## config.mk

```make
export PLATFORM = sky130hd
export DESIGN_NAME = ftq_pc_mem_writer_flat
export DESIGN_NICKNAME = d
export VERILOG_FILES = /design/src/rtl/ftq_pc_mem_writer_if.sv /design/src/rtl/ftq_pc_mem_writer.sv /design/src/flat_wrapper.sv
export SDC_FILE = /design/constraint.sdc
export NUM_CORES = 1
export LEC_CHECK = 0
export CAP_MARGIN = 10
export CORE_MARGIN = 1.5
export CORE_UTILIZATION = 30
export DETAILED_ROUTE_END_ITERATION = 16
export HOLD_SLACK_MARGIN = 0.03
export PLACE_DENSITY_LB_ADDON = 0.15
export SLEW_MARGIN = 20
export SYNTH_ARGS = -nofsm -noshare
export SYNTH_HDL_FRONTEND = slang
export SYNTH_SLANG_ARGS = --single-unit
```

## constraint.sdc

```tcl
create_clock -name clock -period 2.95 [get_ports clock]
set_clock_uncertainty 0.2 [all_clocks]
set_input_delay 0.59 -clock clock [delete_from_list [all_inputs] [get_ports clock]]
set_output_delay 0.59 -clock clock [all_outputs]
set_load 0.02 [all_outputs]
```

## src/rtl/ftq_pc_mem_writer_if.sv

```systemverilog
// Bundle between the FTQ enqueue/pointer block and its BPU, IFU, backend and PC-memory neighbours.
// Master drives predictions, IFU/commit/redirect events; slave returns ready, write port and read addresses.
interface ftq_pc_mem_writer_if #(
    parameter int ENTRIES = 8,
    parameter int VADDR_W = 39
);
    localparam int PW = $clog2(ENTRIES);

    logic               io_enq_valid;
    logic               io_enq_ready;
    logic [VADDR_W-1:0] io_enq_startAddr;
    logic [VADDR_W-1:0] io_enq_nextLineAddr;
    logic               io_enq_fallThruError;
    logic               io_ifu_fire;
    logic               io_commit_valid;
    logic               io_redirect_valid;
    logic               io_redirect_flag;
    logic [PW-1:0]      io_redirect_value;
    logic               io_wen;
    logic [PW-1:0]      io_waddr;
    logic [VADDR_W-1:0] io_wdata_startAddr;
    logic [VADDR_W-1:0] io_wdata_nextLineAddr;
    logic               io_wdata_fallThruError;
    logic [PW-1:0]      io_ifuPtr_wvalue;
    logic [PW-1:0]      io_ifuPtrPlus1_wvalue;
    logic [PW-1:0]      io_ifuPtrPlus2_wvalue;
    logic [PW-1:0]      io_commPtr_wvalue;
    logic [PW-1:0]      io_commPtrPlus1_wvalue;
    logic               io_ifu_req_valid;
    logic [PW:0]        io_count;

    modport master (
        output io_enq_valid, io_enq_startAddr, io_enq_nextLineAddr, io_enq_fallThruError,
        output io_ifu_fire, io_commit_valid, io_redirect_valid, io_redirect_flag, io_redirect_value,
        input  io_enq_ready, io_wen, io_waddr,
        input  io_wdata_startAddr, io_wdata_nextLineAddr, io_wdata_fallThruError,
        input  io_ifuPtr_wvalue, io_ifuPtrPlus1_wvalue, io_ifuPtrPlus2_wvalue,
        input  io_commPtr_wvalue, io_commPtrPlus1_wvalue, io_ifu_req_valid, io_count
    );

    modport slave (
        input  io_enq_valid, io_enq_startAddr, io_enq_nextLineAddr, io_enq_fallThruError,
        input  io_ifu_fire, io_commit_valid, io_redirect_valid, io_redirect_flag, io_redirect_value,
        output io_enq_ready, io_wen, io_waddr,
        output io_wdata_startAddr, io_wdata_nextLineAddr, io_wdata_fallThruError,
        output io_ifuPtr_wvalue, io_ifuPtrPlus1_wvalue, io_ifuPtrPlus2_wvalue,
        output io_commPtr_wvalue, io_commPtrPlus1_wvalue, io_ifu_req_valid, io_count
    );
endinterface

```

## src/rtl/ftq_pc_mem_writer.sv

```systemverilog
// FTQ PC-memory enqueue/pointer control: write issued 1 cycle after enq fire, readable by IFU 2 cycles after.
// Backpressure: enq_ready drops when all ENTRIES slots are occupied or a redirect is in progress.
module ftq_pc_mem_writer #(
    parameter int ENTRIES = 8,
    parameter int VADDR_W = 39
) (
    input logic                clock,
    input logic                reset,
    ftq_pc_mem_writer_if.slave bus
);
    localparam int PW = $clog2(ENTRIES);

    typedef struct packed {
        logic          flag;
        logic [PW-1:0] value;
    } ptr_t;

    typedef struct packed {
        logic [VADDR_W-1:0] start_addr;
        logic [VADDR_W-1:0] next_line_addr;
        logic               fall_thru_error;
    } wdata_t;

    localparam logic [PW:0] ZERO  = (PW+1)'(0);
    localparam logic [PW:0] ONE   = (PW+1)'(1);
    localparam logic [PW:0] TWO   = (PW+1)'(2);
    localparam logic [PW:0] THREE = (PW+1)'(3);

    // Flag is the carry out of the value field, so plain addition wraps correctly.
    function automatic ptr_t ptr_inc(input ptr_t p, input logic [PW:0] k);
        return ptr_t'(p + k);
    endfunction

    ptr_t   bpu_ptr, wb_ptr;
    ptr_t   ifu_ptr, ifu_ptr_p1, ifu_ptr_p2;
    ptr_t   comm_ptr, comm_ptr_p1;
    logic   wen_q;
    logic [PW-1:0] waddr_q;
    wdata_t wdata_q;

    ptr_t redir_ptr;
    logic full;
    logic enq_ready;
    logic enq_fire;
    logic ifu_req_valid;
    logic ifu_adv;
    logic commit_fire;

    assign redir_ptr     = '{flag: bus.io_redirect_flag, value: bus.io_redirect_value};
    assign full          = (bpu_ptr.value == comm_ptr.value) && (bpu_ptr.flag != comm_ptr.flag);
    assign enq_ready     = !full && !bus.io_redirect_valid;
    assign enq_fire      = bus.io_enq_valid && enq_ready;
    assign ifu_req_valid = (ifu_ptr != wb_ptr);
    assign ifu_adv       = bus.io_ifu_fire && ifu_req_valid && !bus.io_redirect_valid;
    assign commit_fire   = bus.io_commit_valid && (comm_ptr != ifu_ptr);

    always_ff @(posedge clock or negedge reset) begin
        if (!reset) begin
            bpu_ptr     <= ptr_t'(ZERO);
            wb_ptr      <= ptr_t'(ZERO);
            ifu_ptr     <= ptr_t'(ZERO);
            ifu_ptr_p1  <= ptr_t'(ONE);
            ifu_ptr_p2  <= ptr_t'(TWO);
            comm_ptr    <= ptr_t'(ZERO);
            comm_ptr_p1 <= ptr_t'(ONE);
            wen_q       <= 1'b0;
            waddr_q     <= '0;
            wdata_q     <= '0;
        end else begin
            wen_q <= enq_fire;
            if (enq_fire) begin
                waddr_q <= bpu_ptr.value;
                wdata_q <= '{start_addr:      bus.io_enq_startAddr,
                             next_line_addr:  bus.io_enq_nextLineAddr,
                             fall_thru_error: bus.io_enq_fallThruError};
            end

            // Rollback restarts fetch just after the redirecting entry; older work is kept.
            if (bus.io_redirect_valid) begin
                bpu_ptr    <= ptr_inc(redir_ptr, ONE);
                wb_ptr     <= ptr_inc(redir_ptr, ONE);
                ifu_ptr    <= ptr_inc(redir_ptr, ONE);
                ifu_ptr_p1 <= ptr_inc(redir_ptr, TWO);
                ifu_ptr_p2 <= ptr_inc(redir_ptr, THREE);
            end else begin
                if (enq_fire) begin
                    bpu_ptr <= ptr_inc(bpu_ptr, ONE);
                end
                wb_ptr <= bpu_ptr;
                if (ifu_adv) begin
                    ifu_ptr    <= ptr_inc(ifu_ptr, ONE);
                    ifu_ptr_p1 <= ptr_inc(ifu_ptr_p1, ONE);
                    ifu_ptr_p2 <= ptr_inc(ifu_ptr_p2, ONE);
                end
            end

            if (commit_fire) begin
                comm_ptr    <= ptr_inc(comm_ptr, ONE);
                comm_ptr_p1 <= ptr_inc(comm_ptr_p1, ONE);
            end
        end
    end

    assign bus.io_enq_ready           = enq_ready;
    assign bus.io_wen                 = wen_q;
    assign bus.io_waddr               = waddr_q;
    assign bus.io_wdata_startAddr     = wdata_q.start_addr;
    assign bus.io_wdata_nextLineAddr  = wdata_q.next_line_addr;
    assign bus.io_wdata_fallThruError = wdata_q.fall_thru_error;
    assign bus.io_ifuPtr_wvalue       = ifu_ptr.value;
    assign bus.io_ifuPtrPlus1_wvalue  = ifu_ptr_p1.value;
    assign bus.io_ifuPtrPlus2_wvalue  = ifu_ptr_p2.value;
    assign bus.io_commPtr_wvalue      = comm_ptr.value;
    assign bus.io_commPtrPlus1_wvalue = comm_ptr_p1.value;
    assign bus.io_ifu_req_valid       = ifu_req_valid;
    assign bus.io_count               = bpu_ptr - comm_ptr;
endmodule

```

## src/flat_wrapper.sv

```systemverilog
// flat-port wrapper written by rule: the top's interface ports become plain ports
module ftq_pc_mem_writer_flat 
#(
    parameter int ENTRIES = 8,
    parameter int VADDR_W = 39
)
  (clock, reset, bus_io_enq_valid, bus_io_enq_startAddr, bus_io_enq_nextLineAddr, bus_io_enq_fallThruError, bus_io_ifu_fire, bus_io_commit_valid, bus_io_redirect_valid, bus_io_redirect_flag, bus_io_redirect_value, bus_io_enq_ready, bus_io_wen, bus_io_waddr, bus_io_wdata_startAddr, bus_io_wdata_nextLineAddr, bus_io_wdata_fallThruError, bus_io_ifuPtr_wvalue, bus_io_ifuPtrPlus1_wvalue, bus_io_ifuPtrPlus2_wvalue, bus_io_commPtr_wvalue, bus_io_commPtrPlus1_wvalue, bus_io_ifu_req_valid, bus_io_count);
  ftq_pc_mem_writer_if #(.ENTRIES(ENTRIES), .VADDR_W(VADDR_W)) bus_i ();
  input logic clock;
  input logic reset;
  input wire logic [$bits(bus_i.io_enq_valid)-1:0] bus_io_enq_valid;
  input wire logic [$bits(bus_i.io_enq_startAddr)-1:0] bus_io_enq_startAddr;
  input wire logic [$bits(bus_i.io_enq_nextLineAddr)-1:0] bus_io_enq_nextLineAddr;
  input wire logic [$bits(bus_i.io_enq_fallThruError)-1:0] bus_io_enq_fallThruError;
  input wire logic [$bits(bus_i.io_ifu_fire)-1:0] bus_io_ifu_fire;
  input wire logic [$bits(bus_i.io_commit_valid)-1:0] bus_io_commit_valid;
  input wire logic [$bits(bus_i.io_redirect_valid)-1:0] bus_io_redirect_valid;
  input wire logic [$bits(bus_i.io_redirect_flag)-1:0] bus_io_redirect_flag;
  input wire logic [$bits(bus_i.io_redirect_value)-1:0] bus_io_redirect_value;
  output wire logic [$bits(bus_i.io_enq_ready)-1:0] bus_io_enq_ready;
  output wire logic [$bits(bus_i.io_wen)-1:0] bus_io_wen;
  output wire logic [$bits(bus_i.io_waddr)-1:0] bus_io_waddr;
  output wire logic [$bits(bus_i.io_wdata_startAddr)-1:0] bus_io_wdata_startAddr;
  output wire logic [$bits(bus_i.io_wdata_nextLineAddr)-1:0] bus_io_wdata_nextLineAddr;
  output wire logic [$bits(bus_i.io_wdata_fallThruError)-1:0] bus_io_wdata_fallThruError;
  output wire logic [$bits(bus_i.io_ifuPtr_wvalue)-1:0] bus_io_ifuPtr_wvalue;
  output wire logic [$bits(bus_i.io_ifuPtrPlus1_wvalue)-1:0] bus_io_ifuPtrPlus1_wvalue;
  output wire logic [$bits(bus_i.io_ifuPtrPlus2_wvalue)-1:0] bus_io_ifuPtrPlus2_wvalue;
  output wire logic [$bits(bus_i.io_commPtr_wvalue)-1:0] bus_io_commPtr_wvalue;
  output wire logic [$bits(bus_i.io_commPtrPlus1_wvalue)-1:0] bus_io_commPtrPlus1_wvalue;
  output wire logic [$bits(bus_i.io_ifu_req_valid)-1:0] bus_io_ifu_req_valid;
  output wire logic [$bits(bus_i.io_count)-1:0] bus_io_count;
  assign bus_i.io_enq_valid = bus_io_enq_valid;
  assign bus_i.io_enq_startAddr = bus_io_enq_startAddr;
  assign bus_i.io_enq_nextLineAddr = bus_io_enq_nextLineAddr;
  assign bus_i.io_enq_fallThruError = bus_io_enq_fallThruError;
  assign bus_i.io_ifu_fire = bus_io_ifu_fire;
  assign bus_i.io_commit_valid = bus_io_commit_valid;
  assign bus_i.io_redirect_valid = bus_io_redirect_valid;
  assign bus_i.io_redirect_flag = bus_io_redirect_flag;
  assign bus_i.io_redirect_value = bus_io_redirect_value;
  assign bus_io_enq_ready = bus_i.io_enq_ready;
  assign bus_io_wen = bus_i.io_wen;
  assign bus_io_waddr = bus_i.io_waddr;
  assign bus_io_wdata_startAddr = bus_i.io_wdata_startAddr;
  assign bus_io_wdata_nextLineAddr = bus_i.io_wdata_nextLineAddr;
  assign bus_io_wdata_fallThruError = bus_i.io_wdata_fallThruError;
  assign bus_io_ifuPtr_wvalue = bus_i.io_ifuPtr_wvalue;
  assign bus_io_ifuPtrPlus1_wvalue = bus_i.io_ifuPtrPlus1_wvalue;
  assign bus_io_ifuPtrPlus2_wvalue = bus_i.io_ifuPtrPlus2_wvalue;
  assign bus_io_commPtr_wvalue = bus_i.io_commPtr_wvalue;
  assign bus_io_commPtrPlus1_wvalue = bus_i.io_commPtrPlus1_wvalue;
  assign bus_io_ifu_req_valid = bus_i.io_ifu_req_valid;
  assign bus_io_count = bus_i.io_count;
  ftq_pc_mem_writer #(.ENTRIES(ENTRIES), .VADDR_W(VADDR_W)) u_core (.clock(clock), .reset(reset), .bus(bus_i));
endmodule
```

# Yosys cells after proc, flatten, opt, wreduce, memory -nomap -nowiden
# Index checks and enable logic that the tools add are counted.
dict set report op_classes {
  add_sub_neg 10
  n_eq_ne 4
  mux 9
  reduce_logical 10
}
# operator count
set op_table {}
lappend op_table {{$mux W4} 9}
lappend op_table {{$add A4 B1 Y4 const B} 7}
lappend op_table {{$add A4 B2 Y4 const B} 2}
lappend op_table {{$ne A4 B4 Y1} 2}
lappend op_table {{$logic_and A1 B1 Y1} 6}
lappend op_table {{$reduce_bool A2 Y1} 2}
lappend op_table {{$sub A4 B4 Y4} 1}
lappend op_table {{$eq A3 B3 Y1} 1}
lappend op_table {{$logic_not A1 Y1} 2}
lappend op_table {{$ne A1 B1 Y1} 1}
dict set report totals {
  reg_bits 111
  input_bits 89
  out_inout_bits 104
  word_cells 52
}

# Longest topological paths before layout
dict set report logic_depth {
  ltp_word 7
  ltp_mapped 9
  depth_no_buf 7
}

# Least setup slack after synthesis
# OpenSTA, ideal clock, no wires.
dict set report synth_timing {
  path_type {register to register}
  start {reg u_core.comm_ptr, in the netlist u_core.bus.io_commPtr_wvalue[2]}
  end {reg u_core.wdata_q, in the netlist u_core.bus.io_wdata_fallThruError}
  setup_time_ns 0.125
  arrival_time_ns 2.004
  t_required_ns 2.625
  setup_slack_ns 0.620
  stages_incl_launch_ff 10
  path_buffers 2
  synth_period_minus_slack_ns 2.330
  cell_sequence {dfrtp_1 > inv_1 > ha_1 > and3_2 > a21bo_1 > nand2b_4 > buf_12 > inv_12 > buf_12 > mux2_4}
}
dict set report synth_via {
  elab_chain_cells 5
}
# item line_no
set synth_lines {}
lappend synth_lines {{start: declaration} ftq_pc_mem_writer.sv:36} ;# ptr_t comm_ptr, comm_ptr_p1;
lappend synth_lines {{start signal: assignment} ftq_pc_mem_writer.sv:64} ;# comm_ptr <= ptr_t'(ZERO);
lappend synth_lines {{start signal: assignment} ftq_pc_mem_writer.sv:98} ;# comm_ptr <= ptr_inc(comm_ptr, ONE);
lappend synth_lines {{$eq A3 B3 Y1} ftq_pc_mem_writer.sv:50} ;# assign full = (bpu_ptr.value == comm_ptr.value) && (bpu_ptr.flag != comm_ptr.flag);
lappend synth_lines {{$logic_and A1 B1 Y1} ftq_pc_mem_writer.sv:50}
lappend synth_lines {{$logic_not A1 Y1} ftq_pc_mem_writer.sv:51} ;# assign enq_ready = !full && !bus.io_redirect_valid;
lappend synth_lines {{$logic_and A1 B1 Y1} ftq_pc_mem_writer.sv:51}
lappend synth_lines {{$logic_and A1 B1 Y1} ftq_pc_mem_writer.sv:52} ;# assign enq_fire = bus.io_enq_valid && enq_ready;
lappend synth_lines {{end signal: assignment} ftq_pc_mem_writer.sv:73} ;# wdata_q <= '{start_addr: bus.io_enq_startAddr,
lappend synth_lines {{end: declaration} ftq_pc_mem_writer.sv:39} ;# wdata_t wdata_q;
# Every way passes these cells.
# A chain may end at the register's enable or synchronous reset.

# Worst setup path in the final report
dict set report layout_timing {
  start {reg u_core.ifu_ptr, in the netlist u_core.bus.io_ifuPtr_wvalue[0]}
  end {out bus_io_ifu_req_valid}
}
dict set report layout_via {
  elab_chain_cells 1
}
# item line_no
set layout_lines {}
lappend layout_lines {{start: declaration} ftq_pc_mem_writer.sv:35} ;# ptr_t ifu_ptr, ifu_ptr_p1, ifu_ptr_p2;
lappend layout_lines {{start signal: assignment} ftq_pc_mem_writer.sv:61} ;# ifu_ptr <= ptr_t'(ZERO);
lappend layout_lines {{start signal: assignment} ftq_pc_mem_writer.sv:82} ;# ifu_ptr <= ptr_inc(redir_ptr, ONE);
lappend layout_lines {{start signal: assignment} ftq_pc_mem_writer.sv:91} ;# ifu_ptr <= ptr_inc(ifu_ptr, ONE);
lappend layout_lines {{$ne A4 B4 Y1} ftq_pc_mem_writer.sv:53} ;# assign ifu_req_valid = (ifu_ptr != wb_ptr);
lappend layout_lines {{end: declaration} flat_wrapper.sv:31} ;# output wire logic [$bits(bus_i.io_ifu_req_valid)-1:0] bus_io_ifu_req_valid;
# Every way passes these cells.

==> reports/results.tsv <==
stage	metric	value	unit
outcome	status	completed	
drt	drt_wl_total	12.3	mm
clock_tree	h-tree-depth	3	
synth	postSynthCellCount	321	
hold_path	hold_path_class	flip-flop to flip-flop	
grt	grt_usage	0.144	
die	die_x	133	um
placement	portBuffers	192	
die	die_h	133	um
final_layout	diodes	0	
sta	hold_viol	0	
drt	via_count	3230	
critical_path	cp_top_family	buffers and inverters	
drt	drtPass1Iterations	4	
synth	synth_nets	423	
flow_run	cap_viol_max_count	0	
sta	finalCritPeriodShare	0.949	
die	start_util	0.305	
placement	dp_slack	0.302	ns
grt	antenna_found_initial	0	
sta	fin_crit	2.80	ns
synth	synth.most_common_cell	dfrtp_1	
drt	postRouteAntennaNets	0	
sta	fin_ws	0.150	ns
final_layout	drive_gt1_frac	0.235	
power	cellPowerDensity	950	mW/mm2
grt	grt_overflow	0	
sta	hold_slack	0.295	ns
drt	viasPerCell	4.35	
drt	drtIter0Drc	45	
final_layout	area_growth	47.8	%
synth	ys.flop_type	dfrtp_1	
drt	wire_per_inst	16.5	um
die	rows	47	
placement	gp_congestion	0.770	
synth	synth.yosys.seq_area_share	0.537	
synth	synth_common_cells	dfrtp_1, mux2_4, xnor2_1	
synth	ys_types	38	
synth	yosys_warnings	0	
synth	syn-cell-area	0.00504	mm2
sta	tightest_slew	0.514	ns
final_layout	fin_util	0.451	
power	leakage	0.00325	uW
clock_tree	cts_setup_buffers	0	
critical_path	cpMaxStageDelayCell	clkdlybuf4s50_1	
critical_path	cp_num_buf_inv	1	
critical_path	end_kind	output port	
drt	post-route-drc-count	0	
synth	synth-seq-cells	108	
grt	grt_pass1_wl	19.8	mm
critical_path	cpPeakStageDelay	0.59	ns
die	die-area	0.0176	mm2
placement	dp_hpwl	8.88	mm
sta	setup_violations	0	
clock_tree	clk-insertion-delay-late	0.35	ns
clock_tree	clock-root-buffer	clkbuf_16	
die	io_pins	193	
critical_path	criticalPathCategory	flip-flop to output port	
synth	postSynthAreaPerCell	15.7	um2
synth	synth_edf_count	0	
clock_tree	clkTransAtPathRegs	0.07	ns
critical_path	cp_max_fo	6	
clock_tree	clock-sinks	108	
critical_path	cp_cell_sequence	xnor2_1, nand4_1, clkdlybuf4s50_1	
synth	synth_top_area_share	0.521	
grt	grt_max_degree	49	
synth	postSynth.asyncResetShare	1.00	
critical_path	startpoint_type	flip-flop	
grt	grt_pass1_vias	3647	
final_layout	nNetsFinal	620	
clock_tree	cts_inserted_buffers	9	
sta	slew_headroom	0.656	
critical_path	cp.arrival	2.01	ns
sta	final_max_slew_viol_count	0	
synth	synthTopCellsByArea	dfrtp_1, mux2_4, buf_12, ha_1, xnor2_1	
critical_path	cp.required	2.16	ns
power	irDropWorstVdd	644	uV
sta	finalSetupTns	0	ns
final_layout	fill_cells	1494	
sta	max_clock_freq	0.357	GHz
sta	rsz0062_at_grt	false	
synth	synth_top_area_cell	dfrtp_1	
die	coreArea	0.0165	mm2
clock_tree	clock_path_buffers	2	
clock_tree	tritoncts	done	
==> worst paths after layout <==
check                                                     start                                    to  slack (ns)  cells after the start
setup / recovery                 u_core.bus.io_ifuPtr_wvalue[0]                  bus_io_ifu_req_valid        0.15                      3
setup reg to reg                u_core.bus.io_commPtr_wvalue[2]   u_core.bus.io_wdata_nextLineAddr[7]        0.35                      8
hold reg to reg            u_core.bus.io_commPtrPlus1_wvalue[2]  u_core.bus.io_commPtrPlus1_wvalue[2]        0.30                      1
min in group asynchronous                                 reset      u_core.bus.io_wdata_startAddr[9]        0.55                      2
max in group asynchronous                                 reset  u_core.bus.io_wdata_nextLineAddr[25]        1.26                      3
hold / removal             u_core.bus.io_commPtrPlus1_wvalue[2]  u_core.bus.io_commPtrPlus1_wvalue[2]        0.30                      1
==> logic make-up after synthesis <==
kind of cell             synth area share
buffers and inverters              0.0600
XOR/XNOR                           0.0467
flip-flops                          0.537
adder cells (fa/ha/maj)            0.0337
multiplexers                        0.257
AND/OR/NAND/NOR                    0.0233
AO/OA/AOI/OAI                      0.0427
==> layout make-up <==
class | count | area (um2) | share of cell area
clock inverters | 5 | 60.1 | 0.00806
clock buffers | 11 | 253 | 0.0339
repair buffers | 205 | 2060 | 0.277
multi-input cells | 181 | 2030 | 0.273
well taps | 220 | 275 | 0.0369
flip-flops and latches | 108 | 2710 | 0.363
inverters | 13 | 61.3 | 0.00823
==> cells in the final DEF (no fill, tap or decap), types with 8 or more instances in the layout <==
cell and n:
clkdlybuf4s50_1 187, xnor2_1 13, mux2_4 79, clkbuf_16 9, nand2_1 8, ha_1 12
xor2_1 12, buf_4 9, dfrtp_1 105, inv_1 12
==> per-stage QoR <==
stage          instance area [um2]  cells  total power [uW]
6_report                      7450    743              7080
5_1_grt                       7450    743              7480
4_1_cts                       7450    743              7200
3_5_place_dp                  7140    726              5920
3_3_place_gp                  7140    726              5880
2_1_floorplan                 5040    321              4400
==> registers in the layout (all words and copies together), names as in the netlist, 3 cells and up <==
register                           flops
u_core.bpu_ptr                         4
u_core.bus.io_commPtrPlus1_wvalue      3
u_core.bus.io_wdata_nextLineAddr      39
u_core.wb_ptr                          4
u_core.bus.io_ifuPtr_wvalue            3
u_core.bus.io_ifuPtrPlus2_wvalue       3
u_core.bus.io_ifuPtrPlus1_wvalue       3
u_core.bus.io_wdata_startAddr         39
u_core.bus.io_commPtr_wvalue           3
u_core.bus.io_waddr                    3
==> what timing repair did <==
action,in CTS,in global routing
endpoints found under the hold margin,34,0
gates resized for setup,4,0
endpoints found under the setup margin,4,0
hold buffers,1,0
==> power breakdown <==
group	internal (uW)	switching (uW)
registers	2020	353
clock network	707	554
logic	1880	1560
total	4610	2470
==> layer usage <==
| metal | wire, um | share of wire | vias to the layer above | global-route usage |
|---|---|---|---|---|
| met3 | 743 | 0.060 | 17 | 0.0456 |
| met1 | 5430 | 0.44 | 1599 | 0.180 |
| met2 | 5900 | 0.48 | 122 | 0.239 |
| li1 | - | - | 1492 | - |
| met5 | 0 | 0 | - | 0 |
| met4 | 214 | 0.017 | 0 | 0.0470 |
(Power assumes the default switching activity.)
